==> config.mk <==
export PLATFORM = sky130hd
export DESIGN_NAME = la_capture
export DESIGN_NICKNAME = d
export VERILOG_FILES = /design/src/rtl/la_capture.sv
export SDC_FILE = /design/constraint.sdc
export NUM_CORES = 1
export LEC_CHECK = 0
export ABC_CLOCK_PERIOD_IN_PS = 5900
export BUFFER_PORTS_ARGS = -buffer_cell sky130_fd_sc_hd__buf_2
export CORE_UTILIZATION = 60
export DETAILED_ROUTE_END_ITERATION = 10
export PLACE_DENSITY = 0.77
export SLEW_MARGIN = 15
export SYNTH_ARGS = -nofsm -noshare
export SYNTH_HDL_FRONTEND = slang
export SYNTH_SLANG_ARGS = --single-unit
==> constraint.sdc <==
create_clock -name clk -period 5.9 [get_ports clk]
set_input_delay 0.885 -clock clk [delete_from_list [all_inputs] [get_ports clk]]
set_output_delay 0.885 -clock clk [all_outputs]
set_load 0.02 [all_outputs]
==> src/rtl/la_capture.sv <==
// la_capture: pin logic analyser with mask/value trigger, sample divider,
// single-port capture RAM and a valid/ready packet drain.
// Ports: clk, rst (async, active-high);
//   packet_in/packet_in_valid: host config stream ([28] config, [23:20] op);
//   pin_vals: asynchronous pins under observation;
//   packet_out/packet_out_valid/packet_out_ready: sample + status stream;
//   busy: high whenever the engine is not IDLE.
module la_capture #(
  parameter int WIDTH = 32,
  parameter int PIN_W = 16,
  parameter int DEPTH = 64,
  parameter int DIV_W = 20
) (
  input  logic             clk,
  input  logic             rst,
  input  logic [WIDTH-1:0] packet_in,
  input  logic             packet_in_valid,
  input  logic [PIN_W-1:0] pin_vals,
  output logic [WIDTH-4:0] packet_out,
  output logic             packet_out_valid,
  input  logic             packet_out_ready,
  output logic             busy
);

  localparam int AW = (DEPTH > 1) ? $clog2(DEPTH) : 1;
  localparam int CW = AW + 1;
  localparam int OW = WIDTH - 3;

  localparam logic [2:0] S_IDLE  = 3'd0;
  localparam logic [2:0] S_ARMED = 3'd1;
  localparam logic [2:0] S_CAPT  = 3'd2;
  localparam logic [2:0] S_DRAIN = 3'd3;
  localparam logic [2:0] S_DONE  = 3'd4;

  logic [2:0]       state;
  logic [PIN_W-1:0] sync1;
  logic [PIN_W-1:0] sync2;
  logic             en_q;

  logic [DIV_W-1:0] div;
  logic [DIV_W-1:0] dcnt;
  logic [PIN_W-1:0] trig_mask;
  logic [PIN_W-1:0] trig_val;
  logic [CW-1:0]    count;
  logic [CW-1:0]    wptr;
  logic [CW-1:0]    rptr;

  logic [PIN_W-1:0] mem [DEPTH];
  logic [AW-1:0]    addr;
  logic [AW-1:0]    addr_q;
  logic [PIN_W-1:0] rdata;
  logic             rd_ok;

  logic [OW-1:0]    out_q;
  logic             out_v;

  logic [3:0]       op;
  logic [19:0]      pl;
  logic             cfg;
  logic             idle;
  logic             run;
  logic             tick;
  logic             hit;
  logic             abort;
  logic             do_arm;
  logic             we;
  logic             accept;
  logic             can_load;
  logic             drain_ld;
  logic             drain_end;
  logic [CW-1:0]    wptr_nx;
  logic [CW-1:0]    rptr_nx;
  logic [CW-1:0]    cnt_m1;
  logic [10:0]      arm_raw;
  logic [CW-1:0]    arm_cnt;
  logic [28:0]      data_pkt;
  logic [28:0]      stat_pkt;
  logic             unused_in;

  assign unused_in = ^packet_in;

  assign op   = packet_in[23:20];
  assign pl   = packet_in[19:0];
  // en_q holds off config decode for the first edge after reset release.
  assign cfg  = en_q & packet_in_valid & packet_in[28];
  assign idle = (state == S_IDLE);
  assign run  = (state == S_ARMED) | (state == S_CAPT);
  assign tick = run & (dcnt == div);
  assign hit  = ((sync2 ^ trig_val) & trig_mask) == '0;

  assign do_arm = cfg & idle & (op == 4'h4);
  assign abort  = cfg & (op == 4'h5) &
                  ((state == S_ARMED) |
                   (state == S_CAPT) |
                   (state == S_DRAIN));

  assign we = tick & ~abort &
              (((state == S_ARMED) & hit) |
               (state == S_CAPT));

  assign accept   = out_v & packet_out_ready;
  assign can_load = ~out_v | accept;

  assign wptr_nx = wptr + CW'(1);
  assign rptr_nx = rptr + CW'(1);
  assign cnt_m1  = count - CW'(1);

  // rptr is the index of the next sample to present. rdata always
  // shows mem[rptr] once rd_ok is set, because the address fed to the
  // RAM is the value rptr will hold after this edge.
  assign drain_ld  = (state == S_DRAIN) & ~abort & rd_ok &
                     can_load & (rptr != count);
  assign drain_end = (state == S_DRAIN) & ~abort &
                     can_load & (rptr == count);

  always_comb begin
    addr = rptr[AW-1:0];
    if (we) begin
      addr = wptr[AW-1:0];
    end else if (drain_ld) begin
      addr = rptr_nx[AW-1:0];
    end
  end

  assign arm_raw = {1'b0, pl[9:0]};

  always_comb begin
    arm_cnt = arm_raw[CW-1:0];
    if (arm_raw == 11'd0 || arm_raw > 11'(DEPTH)) begin
      arm_cnt = CW'(DEPTH);
    end
  end

  assign data_pkt = {1'b0, 2'b10, 2'b00, 8'h00, 16'(rdata)};
  assign stat_pkt = {1'b1, 2'b01, 2'b00, 8'h00, 6'h00,
                     10'(cnt_m1)};

  always_ff @(posedge clk) begin
    if (we) begin
      mem[addr] <= sync2;
    end
    addr_q <= addr;
  end

  assign rdata = mem[addr_q];

  always_ff @(posedge clk or posedge rst) begin
    if (rst) begin
      en_q      <= 1'b0;
      sync1     <= '0;
      sync2     <= '0;
      div       <= '0;
      trig_mask <= '0;
      trig_val  <= '0;
      count     <= '0;
    end else begin
      en_q  <= 1'b1;
      sync1 <= pin_vals;
      sync2 <= sync1;
      if (cfg & idle) begin
        case (op)
          4'h1: div       <= pl[DIV_W-1:0];
          4'h2: trig_mask <= pl[PIN_W-1:0];
          4'h3: trig_val  <= pl[PIN_W-1:0];
          4'h4: count     <= arm_cnt;
          default: ;
        endcase
      end
    end
  end

  always_ff @(posedge clk or posedge rst) begin
    if (rst) begin
      dcnt <= '0;
    end else if (~run) begin
      dcnt <= '0;
    end else if (tick) begin
      dcnt <= '0;
    end else begin
      dcnt <= dcnt + DIV_W'(1);
    end
  end

  always_ff @(posedge clk or posedge rst) begin
    if (rst) begin
      state <= S_IDLE;
      wptr  <= '0;
      rptr  <= '0;
      rd_ok <= 1'b0;
      out_q <= '0;
      out_v <= 1'b0;
    end else begin
      rd_ok <= (state == S_DRAIN) & ~abort;
      unique case (state)
        S_IDLE: begin
          if (do_arm) begin
            state <= S_ARMED;
            wptr  <= '0;
            rptr  <= '0;
          end
        end
        S_ARMED: begin
          if (abort) begin
            state <= S_IDLE;
          end else if (we) begin
            wptr  <= CW'(1);
            state <= (count == CW'(1)) ? S_DRAIN : S_CAPT;
          end
        end
        S_CAPT: begin
          if (abort) begin
            state <= S_IDLE;
          end else if (we) begin
            wptr <= wptr_nx;
            if (wptr_nx == count) begin
              state <= S_DRAIN;
            end
          end
        end
        S_DRAIN: begin
          if (abort) begin
            state <= S_IDLE;
            out_v <= 1'b0;
            out_q <= '0;
          end else if (drain_ld) begin
            out_q <= OW'(data_pkt);
            out_v <= 1'b1;
            rptr  <= rptr_nx;
          end else if (drain_end) begin
            out_q <= OW'(stat_pkt);
            out_v <= 1'b1;
            state <= S_DONE;
          end else if (accept) begin
            out_v <= 1'b0;
            out_q <= '0;
          end
        end
        S_DONE: begin
          if (accept) begin
            out_v <= 1'b0;
            out_q <= '0;
            state <= S_IDLE;
          end
        end
        default: begin
          state <= S_IDLE;
          out_v <= 1'b0;
        end
      endcase
    end
  end

  assign packet_out       = out_q;
  assign packet_out_valid = out_v;
  assign busy             = (state != S_IDLE);

endmodule

==> summary.md, run 1 <==
| Metric | Value |
|---|---|
| Post-DR wirelength/cell | `30.0 µm` |
| Fmax | `236 MHz` |
| First-pass GRT wire length | `162000 µm` |
| Via density | `6.61` |
| Worst-case clock buffer depth | `3` |
| Skew-Pair Late Insertion Delay | `0.69 ns` |
| FP Rows | `102` |
| Routed wire length | `111000 µm` |
| HPWL Detailed | `64400 µm` |
| Area leader, netlist | `edfxtp_1` |
| Post-CTS setup buffer count | `0` |
| DRC viols | `0` |
| Top-area cell type share of the netlist area | `65.4%` |
| First drt pass iteration count | `5` |
| Vias in the first global route | `24572` |
| Area of the mapped netlist | `0.0470 mm²` |
| Syn Area/Cell | `19.6 µm²` |
| Synth top area cells | `edfxtp_1 65%, mux4_2 13%, dfrtp_1 8.5%` |
| Fin crit share | `71.8%` |
| Setup WS pre-CTS | `1.79 ns` |
| Hold-fix buffers, CTS | `0` |
| Root Driver | `clkbuf_16` |
| Flop pwr share | `53.5%` |
| Resized cells post-CTS | `0` |
| Setup slack after layout | `1.67 ns` |
| Synth cell types | `71` |
| Setup tns final | `0 ns` |
| Worst slew pin tran | `1.27 ns` |
| Antenna viol nets, final | `0` |
| Clock sink count | `1190` |
| Maximum level of the CTS H-tree | `3` |
| Clk pin slew, worst setup/hold paths | `0.06 ns` |
| Ys flop type | `edfxtp_1` |
| IO Port Bufs | `75` |
| CTS tree | `done` |
| Crit path launch type | `flip-flop` |
| Mapped Nets | `2453` |
| Hold Worst Slack | `0.295 ns` |
| Leakage | `17.3 nW` |
| Gr ovfl total | `0` |
| Total die area | `0.0794 mm²` |
| Comb power frac | `4.9%` |
| Critical path endpoint category | `flip-flop` |
| Status | `complete, no violations` |
| Max_cap viols | `0` |
| Maximum vdd drop | `0.275 mV` |
| Area growth, synth to finish | `12.3%` |
| Worst endpoint required time | `6.26 ns` |
| Fin util | `68.1%` |
| Num CTS Buffers | `114` |
| Vias | `24426` |
| Antenna cells | `0` |
| Initial detailed-routing violation count | `2990` |
| Number of synthesized register bits | `1190` |
| Share of cells above drive strength 1 | `28.2%` |
| RD Place Congestion | `0.946` |
| Synthesis Warnings | `0` |
| Io pins | `83` |
| CP max FO | `65` |
| Sequential share of the synthesized area | `74.2%` |
| Slew margin rel. | `15.5%` |
| Setup violations, final | `0` |
| Antenna violations before repair | `4` |
| Post-synth EDFFs | `1024` |
| Final Hold Viols | `0` |
| Sw frac | `21.7%` |
| Min cycle time layout | `4.23 ns` |
| CP Class | `flip-flop to flip-flop` |
| Pint | `13.7 mW` |
| Core ar. | `0.0775 mm²` |
| Sw Pwr | `3.80 mW` |
| Hold WC Path Type | `primary input to flip-flop` |
| Initial core utilization | `60.7%` |
| Total global-route track usage | `28.5%` |
| Pwr dens | `331 mW/mm²` |
| Clock Skew | `0.0292 ns` |
| Slew Limit Fails | `0` |
| Nets | `2615` |
| Largest net degree at the start of global routing | `161` |
| Cell count after synthesis | `2396` |
| Chip height | `282 µm` |
| Share of flip-flops with an asynchronous set or reset | `13.4%` |
| WP data arrival | `4.60 ns` |
| Clock Power Share | `41.7%` |
| RSZ-0062 raised after global routing | `false` |
| Total power | `17.5 mW` |
| Width of the die | `282 µm` |
## worst paths after layout
path / from / to / slack (ns) / depth (start not counted)
worst min register to register: sync1[5] / sync2[5] / 0.35 / 0
worst min-delay path: pin_vals[2] / sync1[2] / 0.30 / 1
worst max-delay path: sync2[0] / mem[2][11] / 1.67 / 10
worst max register to register: sync2[0] / mem[2][11] / 1.67 / 10
max in group asynchronous: rst / dcnt[3] / 4.23 / 3
min in group asynchronous: rst / sync1[9] / 0.47 / 2
## critical path, stage by stage (launching register included)
cell and delay (ns):
dfrtp_2 0.34, buf_4 0.51, xor2_1 0.15, a22oi_1 0.23
nand4_1 0.19, nor3b_2 0.40, o211ai_4 0.12, buf_4 0.31
or4_1 0.77, nor2_1 0.49, buf_4 0.36
## cell type report
class	count	area, µm²
clock buffer	134	2930
clock inverter	81	818
fill	4681	24700
inverter	20	80.1
multi-input combinational	1051	11500
sequential	1190	34900
tap	1040	1300
timing repair buffer	181	1220
## logic make-up (layout without fill, tap and decap cells)
family / count (synthesis) / count (layout) / synth area share, %
AO/OA/AOI/OAI: 186 / 186 / 2.67
XOR/XNOR: 80 / 80 / 1.49
adder cells (fa/ha/maj): 5 / 5 / 0.133
buffers and inverters: 155 / 416 / 1.52
flip-flops: 1190 / 1190 / 74.2
multiplexers: 387 / 387 / 15.8
other: 1 / 1 / 0.00798
AND/OR/NAND/NOR: 392 / 392 / 4.16
## power groups by stage
stage / clock [mW] / sequential, mW / combinational (mW)
global route: 7.66 / 9.35 / 0.913
detailed placement: 0 / 9.52 / 0.837
global placement: 0 / 9.51 / 0.811
finish: 7.28 / 9.35 / 0.853
CTS: 7.34 / 9.34 / 0.847
floorplan: 0 / 9.53 / 0.530
## synthesized netlist by cell type (3+ instances only)
master and number:
nor3_1 23, buf_4 17, edfxtp_1 1024, dfrtp_1 160, a21o_1 4, o22ai_1 9, a22o_1 6, nor4_1 19
a211oi_1 7, and3_1 10, buf_1 11, nand2b_1 10, xor2_1 54, and4_1 3, a2111oi_0 7, a22oi_1 20
mux2i_1 53, nand3b_1 6, nor2b_1 15, ha_1 5, a32oi_1 5, dfxtp_1 6, nor3_2 7, nor3b_1 3
nand2_1 82, a21oi_1 44, mux2_2 56, clkbuf_1 66, mux4_2 278, a311oi_1 4, inv_1 19, o211ai_1 8
o21ai_0 33, o31ai_1 6, or4_1 4, or2_2 5, and2_1 13, buf_2 38, xnor2_1 26, a31oi_1 10
or3_1 10, nand4_1 17, nand3_1 40, nor2_1 118, buf_6 3
## cells in the final DEF (no fill, tap or decap), types with 44 or more instances in the layout
cell type	count
edfxtp_1	1024
mux4_2	278
dfrtp_1	144
nor2_1	118
clkbuf_16	114
buf_4	102
nand2_1	82
buf_2	75
mux2_2	56
xor2_1	54
mux2i_1	53
a21oi_1	44
## state kept, by name (all words and copies together), names as in the netlist, 16 cells and up, named ones only
signal	cells
packet_out	29
dcnt	20
div	20
sync1	16
trig_mask	16
trig_val	16
mem	1024
sync2	16
## metrics by stage
step,area (µm²),instances
after floorplan,47000,2396
after global routing,52800,3697
final,52800,3697
after detailed placement,49000,3482
after global placement,49000,3482
after CTS,52800,3697
## metal layers
metal / routed length (µm) / up-vias / part of all wire, % / GRT usage (%)
met5: 56 / - / 0.050 / 0
met4: 3960 / 8 / 3.6 / 9.71
met3: 10400 / 247 / 9.4 / 5.25
met2: 54800 / 1464 / 49 / 46.3
met1: 41800 / 12685 / 38 / 39.5
li1: - / 10022 / - / -
Note: power is estimated with default switching activity, not from simulation.
==> run 2, diff against run 1 <==
--- a/config.mk
+++ b/config.mk
@@ -5,7 +5,8 @@
 export SDC_FILE = /design/constraint.sdc
 export NUM_CORES = 1
 export LEC_CHECK = 0
-export ABC_CLOCK_PERIOD_IN_PS = 5900
+export ABC_AREA = 1
+export ABC_CLOCK_PERIOD_IN_PS = 3900
 export BUFFER_PORTS_ARGS = -buffer_cell sky130_fd_sc_hd__buf_2
 export CORE_UTILIZATION = 60
 export DETAILED_ROUTE_END_ITERATION = 10
==> constraint.sdc (replaced) <==
create_clock -name clk -period 3.9 [get_ports clk]
set_input_delay 0.585 -clock clk [delete_from_list [all_inputs] [get_ports clk]]
set_output_delay 0.585 -clock clk [all_outputs]
set_load 0.02 [all_outputs]
==> summary.md, run 2 <==
| Metric | Value |
|---|---|
| Crit path launch type | `flip-flop` |
| Sequential share of the synthesized area | `72.1%` |
| Width of the die | `286 µm` |
| CP Class | `flip-flop to flip-flop` |
| First-pass GRT wire length | `183000 µm` |
| RD Place Congestion | `0.957` |
| Antenna cells | `0` |
| Via density | `6.10` |
| Post-DR wirelength/cell | `22.5 µm` |
| IO Port Bufs | `75` |
| Worst slew pin tran | `1.09 ns` |
| Reg-to-reg slack, setup | `0.51 ns` |
| Root Driver | `clkbuf_16` |
| Synth Area in Compound Gates | `6.35%` |
| Num CTS Buffers | `112` |
| Most frequent cells in the layout | `1024 x edfxtp_1, 848 x nand2_1, 616 x nand3_1` |
| Ys flop type | `edfxtp_1` |
| Critical path endpoint category | `flip-flop` |
| Fin cells | `5416` |
| Worst endpoint required time | `4.27 ns` |
| Synth cell types | `48` |
| Synth top area cells | `edfxtp_1 64%, dfrtp_1 8.3%, nand2_1 6.6%` |
| Min cycle time layout | `3.39 ns` |
| Post-synth EDFFs | `1024` |
| WP data arrival | `3.76 ns` |
| Status | `complete, no violations` |
| Final Hold Viols | `0` |
| Synthesis Warnings | `0` |
| Gr ovfl total | `0` |
| Antenna violations before repair | `1` |
| Most common cell after layout, fill and taps aside | `edfxtp_1` |
| FP Rows | `103` |
| Total die area | `0.0817 mm²` |
| Io pins | `83` |
| HPWL Detailed | `70400 µm` |
| CTS tree | `done` |
| Top-area cell type share of the netlist area | `63.6%` |
| Antenna viol nets, final | `0` |
| Clock Skew | `0.0294 ns` |
| Routed wire length | `122000 µm` |
| Chip height | `286 µm` |
| Clock sink count | `1190` |
| Leakage | `19.7 nW` |
| Fin crit share | `86.9%` |
| Initial core utilization | `60.9%` |
| Slew Limit Fails | `0` |
| Share of cells above drive strength 1 | `10.9%` |
| Biggest register | `mem` |
| Most frequent cell after synthesis | `edfxtp_1` |
| Fmax | `295 MHz` |
| DRC viols | `0` |
| Total global-route track usage | `29.9%` |
| Share of flip-flops with an asynchronous set or reset | `13.4%` |
| Slew margin rel. | `26.8%` |
| Hold WC Path Type | `primary input to flip-flop` |
| XOR/XNOR share of the synthesized area | `0.815%` |
| Post-DP Area | `0.0505 mm²` |
| Nets | `4325` |
| Combinational family with the most area after synthesis | `simple AND/OR/NAND/NOR gates` |
| Number of synthesized register bits | `1190` |
| Synth Area in Adders | `0.129%` |
| Clk pin slew, worst setup/hold paths | `0.06 ns` |
| Cell count after synthesis | `4155` |
| CP max FO | `9` |
| Max reg flops | `1024` |
| RSZ-0062 raised after global routing | `false` |
| Area growth, synth to finish | `12.3%` |
| Setup tns final | `0 ns` |
| Mapped Nets | `4212` |
| Area of the mapped netlist | `0.0484 mm²` |
| Pwr dens | `697 mW/mm²` |
| Final instance area | `0.0543 mm²` |
| Hold Worst Slack | `0.0155 ns` |
| Simple-gate portion of the synthesized area | `17.4%` |
| Vias | `33018` |
| Maximum vdd drop | `0.618 mV` |
| Maximum level of the CTS H-tree | `3` |
| Largest net degree at the start of global routing | `145` |
| Area leader, netlist | `edfxtp_1` |
| Vias in the first global route | `31134` |
| Syn Area/Cell | `11.6 µm²` |
| Commonest cells post-synth | `1024 x edfxtp_1, 848 x nand2_1, 616 x nand3_1` |
| Resized cells post-CTS | `0` |
| Worst-case clock buffer depth | `3` |
| Hold-fix buffers, CTS | `13` |
| Post-Place Cells | `5191` |
| Post-CTS setup buffer count | `0` |
| Skew-Pair Late Insertion Delay | `0.69 ns` |
| Core ar. | `0.0794 mm²` |
| Initial detailed-routing violation count | `4661` |
| Setup violations, final | `0` |
| Mux cell area share after synthesis | `0.0466%` |
| Max_cap viols | `0` |
| First drt pass iteration count | `6` |
==> run 2: stage by stage <==
| step | total power, mW | setup WS, ns | utilization [%] |
|---|---|---|---|
| 2_1_floorplan | 22.6 | 0.505 | - |
| 3_5_place_dp | 26.8 | 0.438 | 63.6 |
| 3_3_place_gp | 26.5 | 0.462 | 63.6 |
| 5_1_grt | 39.4 | 0.294 | 68.4 |
| 6_report | 37.9 | 0.509 | 68.4 |
| 4_1_cts | 37.7 | 0.560 | 68.4 |
==> run 2: cell type report <==
type | count | area (µm²)
flip-flops and latches | 1190 | 34900
fillers | 5435 | 25100
multi-input cells | 2579 | 12000
clock buffers | 146 | 3060
repair buffers | 237 | 1810
well taps | 1050 | 1310
clock inverters | 66 | 637
inverters | 148 | 578
==> run 2: kinds of logic (layout without fill, tap and decap cells) <==
logic type	Yosys count	after routing
simple gates	1962	1962
flops	1190	1190
compound gates	564	564
buf+inv	386	597
xor+xnor	45	45
fa+ha+maj	5	5
mux	2	2
other cells	1	1
==> run 2: final timing paths <==
kind | startpoint | to | cells after the start
worst min register to register | sync1[10] | sync2[10] | 0
worst max register to register | state[2] | mem[62][13] | 16
min in group asynchronous | rst | packet_out[24] | 2
worst max-delay path | state[2] | mem[62][13] | 16
max in group asynchronous | rst | sync2[11] | 3
worst min-delay path | pin_vals[7] | sync1[7] | 1
==> run 2: critical path: stages, from the launching register on <==
cell      delay [ns]
dfrtp_1         0.42
inv_2           0.11
nand3_2         0.14
inv_2           0.15
nand2_1         0.07
nor2_1          0.10
nand2_1         0.13
nor2_1          0.12
nand2_1         0.09
nand2_2         0.17
nand2_4         0.13
nand2_1         0.10
nand2_2         0.10
clkinv_2        0.14
nand4_2         0.53
nor2_1          0.34
buf_4           0.24
==> run 2: power by group <==
part / switching (mW) / internal [mW] / total (mW)
logic: 8.85 / 3.49 / 12.3
registers: 0.448 / 14.2 / 14.6
clock network: 4.58 / 6.30 / 10.9
==> run 2: metal layers <==
| layer | routed length, µm | vias up | global-route usage [%] |
|---|---|---|---|
| li1 | - | 14922 | - |
| met1 | 45600 | 15871 | 41.1 |
| met2 | 57500 | 1956 | 47.1 |
| met3 | 13700 | 267 | 5.44 |
| met4 | 5380 | 2 | 13.4 |
| met5 | 15 | - | 0 |
